<file path="src/rtl/image_scan_pkg.sv">
// rtl/image_scan_pkg.sv - shared types and default geometry for the raster pixel scanner
// Purpose : scan FSM state encoding and default image size used by image_pixel_scanner.
// Contents: DEFAULT_IMG_W, DEFAULT_IMG_H, scan_state_e {IDLE, SCAN, DONE}.
package image_scan_pkg;

    localparam int DEFAULT_IMG_W = 8;
    localparam int DEFAULT_IMG_H = 8;

    typedef enum logic [1:0] {
        IDLE = 2'd0,
        SCAN = 2'd1,
        DONE = 2'd2
    } scan_state_e;

endpackage

</file>
<file path="src/rtl/raster_coord_counter.sv">
// rtl/raster_coord_counter.sv - x/y raster coordinate counter with clear, enable and wrap
// Purpose : tracks the (x,y) position of the current raster index; x wraps IMG_W-1 -> 0 and
//           bumps y, y wraps IMG_H-1 -> 0.
// Ports   : clk, rst_n (async active-low), clr (sync clear, wins over en), en (advance one pixel),
//           x [XW], y [YW], last (position is the final pixel of the frame).
module raster_coord_counter #(
    parameter int  IMG_W = 8,
    parameter int  IMG_H = 8,
    localparam int XW    = $clog2(IMG_W),
    localparam int YW    = $clog2(IMG_H)
) (
    input  logic          clk,
    input  logic          rst_n,
    input  logic          clr,
    input  logic          en,
    output logic [XW-1:0] x,
    output logic [YW-1:0] y,
    output logic          last
);

    localparam logic [XW-1:0] X_MAX = XW'(IMG_W - 1);
    localparam logic [YW-1:0] Y_MAX = YW'(IMG_H - 1);

    logic [XW-1:0] x_q, x_d;
    logic [YW-1:0] y_q, y_d;

    always_comb begin
        x_d = x_q;
        y_d = y_q;
        if (clr) begin
            x_d = '0;
            y_d = '0;
        end else if (en) begin
            if (x_q == X_MAX) begin
                x_d = '0;
                y_d = (y_q == Y_MAX) ? '0 : y_q + 1'b1;
            end else begin
                x_d = x_q + 1'b1;
            end
        end
    end

    always_ff @(posedge clk or negedge rst_n) begin
        if (!rst_n) begin
            x_q <= '0;
            y_q <= '0;
        end else begin
            x_q <= x_d;
            y_q <= y_d;
        end
    end

    assign x    = x_q;
    assign y    = y_q;
    assign last = (x_q == X_MAX) && (y_q == Y_MAX);

endmodule

</file>
<file path="src/rtl/image_pixel_scanner.sv">
// rtl/image_pixel_scanner.sv - raster scanner streaming a latched binary image one pixel per beat
// Purpose : on start (IDLE only) latches img into a shadow register and streams its pixels in
//           row-major order with (x,y) over a valid/ready interface, then pulses done and
//           publishes the number of set pixels in the frame.
// Ports   : clk, rst_n (async active-low), start, img [NPIX],
//           out_valid, out_ready, out_pix, out_x [XW], out_y [YW], out_last,
//           busy (SCAN or DONE), done (one-cycle frame-end pulse), set_count [CW].
// Config  : IMG_SCAN_SKIP_ZERO_EN - when defined, zero pixels are skipped internally at one per
//           cycle and only set pixels are emitted; out_last marks the final set pixel.
module image_pixel_scanner
    import image_scan_pkg::*;
#(
    parameter int  IMG_W = DEFAULT_IMG_W,
    parameter int  IMG_H = DEFAULT_IMG_H,
    localparam int XW    = $clog2(IMG_W),
    localparam int YW    = $clog2(IMG_H),
    localparam int NPIX  = IMG_W * IMG_H,
    localparam int CW    = $clog2(NPIX + 1)
) (
    input  logic            clk,
    input  logic            rst_n,
    input  logic            start,
    input  logic [NPIX-1:0] img,
    output logic            out_valid,
    input  logic            out_ready,
    output logic            out_pix,
    output logic [XW-1:0]   out_x,
    output logic [YW-1:0]   out_y,
    output logic            out_last,
    output logic            busy,
    output logic            done,
    output logic [CW-1:0]   set_count
);

    localparam int IW = $clog2(NPIX);

    scan_state_e     state_q, state_d;
    logic [NPIX-1:0] shadow_q, shadow_d;
    logic [IW-1:0]   index_q, index_d;
    logic [CW-1:0]   count_q, count_d;
    logic [CW-1:0]   set_count_q, set_count_d;

    logic            cnt_clr, cnt_en;
    logic [XW-1:0]   coord_x;
    logic [YW-1:0]   coord_y;
    logic            coord_last;

    logic            cur_pix;
    logic            beat_valid;
    logic            beat_last;
    logic            handshake;
    logic            advance;
    logic            finish;

    raster_coord_counter #(
        .IMG_W (IMG_W),
        .IMG_H (IMG_H)
    ) u_coord (
        .clk   (clk),
        .rst_n (rst_n),
        .clr   (cnt_clr),
        .en    (cnt_en),
        .x     (coord_x),
        .y     (coord_y),
        .last  (coord_last)
    );

    assign cur_pix = shadow_q[index_q];

`ifdef IMG_SCAN_SKIP_ZERO_EN
    logic [CW-1:0] index_p1;
    assign index_p1 = CW'(index_q) + 1'b1;

    // Only set pixels become beats; zeros are stepped over one per cycle without a beat.
    assign beat_valid = (state_q == SCAN) && cur_pix;
    // Last beat when nothing set remains strictly above the current index.
    assign beat_last  = ((shadow_q >> index_p1) == '0);
    assign handshake  = beat_valid && out_ready;
    assign advance    = handshake || ((state_q == SCAN) && !cur_pix);
    // A zero at the final index ends the frame with no pending beat.
    assign finish     = (handshake && beat_last) || ((state_q == SCAN) && !cur_pix && coord_last);
`else
    assign beat_valid = (state_q == SCAN);
    assign beat_last  = coord_last;
    assign handshake  = beat_valid && out_ready;
    assign advance    = handshake;
    assign finish     = handshake && beat_last;
`endif

    always_comb begin
        state_d     = state_q;
        shadow_d    = shadow_q;
        index_d     = index_q;
        count_d     = count_q;
        set_count_d = set_count_q;
        cnt_clr     = 1'b0;
        cnt_en      = 1'b0;

        case (state_q)
            IDLE: begin
                if (start) begin
                    state_d  = SCAN;
                    shadow_d = img;
                    index_d  = '0;
                    count_d  = '0;
                    cnt_clr  = 1'b1;
                end
            end
            SCAN: begin
                if (handshake && cur_pix) begin
                    count_d = count_q + 1'b1;
                end
                if (finish) begin
                    state_d     = DONE;
                    // Publish including the final beat so set_count is valid alongside done.
                    set_count_d = count_d;
                end else if (advance) begin
                    index_d = index_q + 1'b1;
                    cnt_en  = 1'b1;
                end
            end
            DONE: begin
                state_d = IDLE;
                index_d = '0;
                cnt_clr = 1'b1;
            end
            default: begin
                state_d = IDLE;
            end
        endcase
    end

    always_ff @(posedge clk or negedge rst_n) begin
        if (!rst_n) begin
            state_q     <= IDLE;
            shadow_q    <= '0;
            index_q     <= '0;
            count_q     <= '0;
            set_count_q <= '0;
        end else begin
            state_q     <= state_d;
            shadow_q    <= shadow_d;
            index_q     <= index_d;
            count_q     <= count_d;
            set_count_q <= set_count_d;
        end
    end

    assign out_valid = beat_valid;
    assign out_pix   = (state_q == SCAN) && cur_pix;
    assign out_x     = coord_x;
    assign out_y     = coord_y;
    assign out_last  = beat_valid && beat_last;
    assign busy      = (state_q != IDLE);
    assign done      = (state_q == DONE);
    assign set_count = set_count_q;

endmodule

</file>
<file path="config.mk">
export PLATFORM = sky130hd
export DESIGN_NAME = image_pixel_scanner
export DESIGN_NICKNAME = d
export VERILOG_FILES = /design/src/rtl/image_scan_pkg.sv /design/src/rtl/raster_coord_counter.sv /design/src/rtl/image_pixel_scanner.sv
export SDC_FILE = /design/constraint.sdc
export NUM_CORES = 1
export LEC_CHECK = 0
export ABC_CLOCK_PERIOD_IN_PS = 2700
export CAP_MARGIN = 10
export CORE_ASPECT_RATIO = 2
export CORE_MARGIN = 8
export CORE_UTILIZATION = 52
export CTS_BUF_LIST = sky130_fd_sc_hd__clkbuf_16
export CTS_CLUSTER_DIAMETER = 50
export DETAILED_ROUTE_END_ITERATION = 6
export PLACE_DENSITY = 0.79
export SLEW_MARGIN = 20
export SYNTH_ARGS = -nofsm -noshare
export SYNTH_HDL_FRONTEND = slang
export SYNTH_SLANG_ARGS = --single-unit
</file>
<file path="constraint.sdc">
create_clock -name clk -period 2.7 [get_ports clk]
set_input_delay 0.675 -clock clk [delete_from_list [all_inputs] [get_ports clk]]
set_output_delay 0.675 -clock clk [all_outputs]
set_load 0.005 [all_outputs]
</file>
After elaboration in Yosys (flattened, before gate mapping)
Cells that the tools add are included.

storage, ports and cells
  logic and storage cells = 62
  output and inout port bits = 18
  register bits = 92

operators by class
  reduce and logical (&&, ||, !) cells = 18
  $add $sub $neg = 4
  mux-type cells = 24
  order comparisons = 1
  equality and inequality tests = 8

operators with widths
  kind                 count
  $mux 3               7
  $mux 6               3
  $pmux 6 s3           1
  $mux 7               2
  $pmux 7 s2           1
  $reduce_and 2->1     5
  $reduce_bool 2->1    4
  $add 7x1->7 const B  1
  $lt 6x7->1 const B   1
  $add 3x1->3 const B  2
  $add 6x1->6 const B  1
  $bmux 1 s6           1
  $eq 3x3->1 const B   2
  $logic_and 1x1->1    6
  $mux 1               5
  $mux 2               2
  $ne 2x1->1 const B   2
  $ne 2x2->1 const B   2
  $pmux 2 s2           1
  $reduce_and 4->1     1
  $reduce_bool 3->1    1
  $eq 2x1->1 const B   1
  $eq 2x2->1 const B   1
  $logic_not 2->1      1
  $pmux 1 s2           1

Longest topological paths before layout
  depth after elaboration = 7
  mapped depth = 11
  mapped depth without buffers = 8

Modules after synthesis
A second synthesis with hierarchy kept.

unflattened totals
  cells, all modules = 488
  area, all modules = 4565.6 um^2

modules (own cells, without submodules)
  module                cells an instance  area an instance (um^2)  instances
  image_pixel_scanner   460                4226.6                   1
  raster_coord_counter  28                 339.1                    1

Worst setup path before layout
No wires, ideal clock.

  path type = flip-flop to output port
  start point = register index_q[0]
  end point = output port out_pix
  stages on the path, launching flop included = 9
  data arrival time = 1.720 ns
  buffers on the path = 3
  path slack = 0.305 ns
  required time = 2.025 ns
  path through = dfrtp_1 buf_6 buf_12 buf_12 mux2i_1 a221oi_2 o21ai_1 a221o_1 a21oi_1

between the ends
  longest elaborated chain between the ends = 3

RTL lines
  item                          line                        RTL
  start: declaration            image_pixel_scanner.sv:39   logic [IW-1:0] index_q, index_d;
  start signal: assignment      image_pixel_scanner.sv:143  index_q <= index_d;
  $bmux 1 s6                    image_pixel_scanner.sv:68   assign cur_pix = shadow_q[index_q];
  $mux 1 (implied by the code)  image_pixel_scanner.sv:68
  $logic_and 1x1->1             image_pixel_scanner.sv:150  assign out_pix = (state_q == SCAN) && cur_pix;
  end: declaration              image_pixel_scanner.sv:26   output logic out_pix,

Every way passes these cells. The select of a mux whose other input is x is not followed.

Worst setup path in the final report
Ends and elaborated chain as after synthesis.

==> results.json <==
{
  "clock.fmax_ghz": 0.348,
  "final_cells": 680,
  "die_area_um2": 11900,
  "crit_start": "index_q[0]",
  "fp.dieW_um": 81.1,
  "worst_setup_path_end_kind": "primary output",
  "powerDensity_nw_per_um2": 834,
  "std_cell_rows": 47,
  "wl_mm": 11.8,
  "area_delta_synth_final_pct": 33.2,
  "syn_inst": 479,
  "final_common_cell": "nand2_1",
  "synthDominantCellAreaShare_pct": 52.2,
  "worst_slack_ns": -0.175,
  "grt_overflow": 0,
  "crit_required_ns": 2.03,
  "drv_slew": 0,
  "grt_usage_pct": 20.8,
  "io_pins": 86,
  "rsz0062_at_grt": "yes",
  "path_class": "flop to primary output",
  "cp-start-kind": "flop",
  "grt_pass1_wl_mm": 19.2,
  "cts_buffer_depth": 2,
  "start_util_pct": 53.5,
  "cts_tree": "built",
  "ys_seq_elements": 92,
  "numCtsBuffers": 9,
  "layout.nets": 652,
  "setup_viol_count_final": 1,
  "coreArea_um2": 8230,
  "ant_nets": 0,
  "antenna_found_initial": 0,
  "synth-async-reset-ratio_pct": 100,
  "grt_pass1_vias": 4098,
  "hp-class": "input pin to async pin",
  "via_per_inst": 5.52,
  "synthTopCellsByArea": "dfrtp_1 52%, nand2_1 18%, mux4_1 4.8%",
  "synth_ff_type": "dfrtp_1",
  "hold_ws_ns": 0.218,
  "route.detailed.drc": 0,
  "regToRegStartpoint": "index_q[0]",
  "p_total_mw": 4.89,
  "portBuffers": 85,
  "finalClockSkew_ns": 0.00642,
  "synth-edff-count": 0,
  "critPathMaxFanout": 5,
  "cts.hold.buffers_added": 0,
  "synth.distinct_cells": 46,
  "mostFrequentLayoutCells": "216 x nand2_1, 91 x dfrtp_1, 83 x clkdlybuf4s50_1, 22 x buf_4, 19 x nor2_1",
  "cp.arrival_ns": 2.20,
  "vias": 3751,
  "hold_viol_final": 0,
  "slew-limit-headroom_pct": 75.3,
  "die_y_um": 146,
  "finalCritPeriodShare_pct": 106,
  "drt_iter0_markers": 235,
  "synth_nets": 553,
  "n_antenna_cell": 0,
  "yosys_warnings": 0,
  "placed_cells": 661,
  "num-fill-cells": 635,
  "wl_per_cell_um": 17.3,
  "clock-root-buffer": "clkbuf_16",
  "peakVddDrop_mv": 0.468,
  "hpwlAfterDp_mm": 8.43,
  "cts.sinks": 92,
  "fin_crit_ns": 2.87,
  "syn-cell-area_um2": 4410,
  "drive_gt1_share_pct": 11.7,
  "first_pass_iters": 4,
  "status": "finished with violations",
  "synth.avg_cell_area_um2": 9.20,
  "worst_pin_slew_ns": 0.371,
  "design_area_um2": 5870,
  "grt_max_degree": 48,
  "place_area_um2": 5460,
  "failed_checks": "negative setup slack",
  "yosys.area.top_type": "dfrtp_1",
  "gp_congestion": 0.832,
  "seq_area_frac_synth_pct": 52.2,
  "max_cap_viol_count": 0,
  "cts_htree_levels": 3,
  "clkLatencyLatePin_ns": 0.34,
  "power.leakage_nw": 2.85,
  "cts.clk_slew.worst_paths_ns": 0.06
}
[logic make-up after synthesis]
group | Yosys count | share of synthesized area [%]
compound gates | 48 | 7.24
xor+xnor | 8 | 1.59
fa+ha+maj | 6 | 1.70
buf+inv | 32 | 3.80
flops | 92 | 52.2
mux | 27 | 9.40
simple gates | 266 | 24.0
[Yosys cell counts (2+ instances only)]
| master | count |
|---|---|
| xnor2_1 | 4 |
| buf_12 | 2 |
| clkbuf_1 | 13 |
| nor3_1 | 4 |
| mux2i_1 | 17 |
| a21oi_1 | 14 |
| o211ai_1 | 4 |
| xor2_1 | 4 |
| buf_2 | 2 |
| o21ai_1 | 2 |
| o21ai_0 | 10 |
| inv_1 | 6 |
| nand2_1 | 217 |
| nand2b_1 | 4 |
| dfrtp_1 | 92 |
| o22ai_1 | 5 |
| nor2b_1 | 2 |
| nor2_1 | 19 |
| ha_1 | 6 |
| a211o_2 | 2 |
| and2_1 | 2 |
| mux4_1 | 8 |
| nand3_1 | 13 |
| buf_1 | 5 |
[final timing paths]
kind | to | slack [ns] | cells after the start
max in group asynchronous | shadow_q[22] | 1.80 | 2
worst max-delay path | out_pix | -0.17 | 8
worst min-delay path | shadow_q[41] | 0.22 | 1
min in group clk | set_count[4] | 0.48 | 2
worst max register to register | count_q[6] | 0.06 | 11
worst min register to register | set_count[4] | 0.48 | 2
[power by group]
group	switching (mW)	internal [mW]
clock network	0.508	0.799
logic	0.772	0.812
registers	0.278	1.73
total	1.56	3.34
[metrics by stage]
| stage | setup WS (ns) | setup TNS, ns | util, % |
|---|---|---|---|
| final | -0.175 | -0.175 | 71.3 |
| after global routing | -0.267 | -0.279 | 71.3 |
| after CTS | -0.152 | -0.152 | 71.0 |
| after detailed placement | -0.271 | -0.271 | 66.3 |
| after global placement | -0.162 | -0.162 | 66.3 |
| after floorplan | 0.305 | 0 | - |
[sequential cells by signal (all words and copies together) (netlist names)]
register and count:
set_count 7, shadow_q 64, index_q 6, u_coord.y 3
state_q 2, u_coord.x 3, count_q 7
[repair_timing]
| item | 4_1_cts | 5_1_grt |
|---|---|---|
| pin swaps | 10 | 4 |
| setup buffers | 3 | 0 |
| endpoints found under the setup margin | 4 | 7 |
| resized for setup | 23 | 4 |
| gates cloned | 1 | 0 |
[per-layer routing]
layer,global-route usage (%),vias up,share of wire (%)
met5,0,-,0
met2,37.7,105,57
met1,20.9,1827,35
met4,11.8,0,4.3
li1,-,1779,-
met3,3.69,40,3.5
[area by class of cell]
type                            instances  area (um2)  share of cell area (%)
Tap cell                               98         123                    2.09
Multi-Input combinational cell        355        1990                    33.9
Sequential cell                        92        2300                    39.3
Clock inverter                          6        80.1                    1.36
Clock buffer                            9         225                    3.84
Inverter                                7        26.3                   0.448
Timing Repair Buffer                  113        1120                    19.1
[critical path, stage by stage (launching register included)]
cell and delay (ns):
dfrtp_2 0.48, buf_16 0.16, buf_4 0.14, mux2i_1 0.16
o221ai_2 0.22, a31oi_1 0.06, a221o_1 0.36, a21oi_2 0.14
buf_2 0.13
No activity file was read; power rests on OpenSTA's default activity.
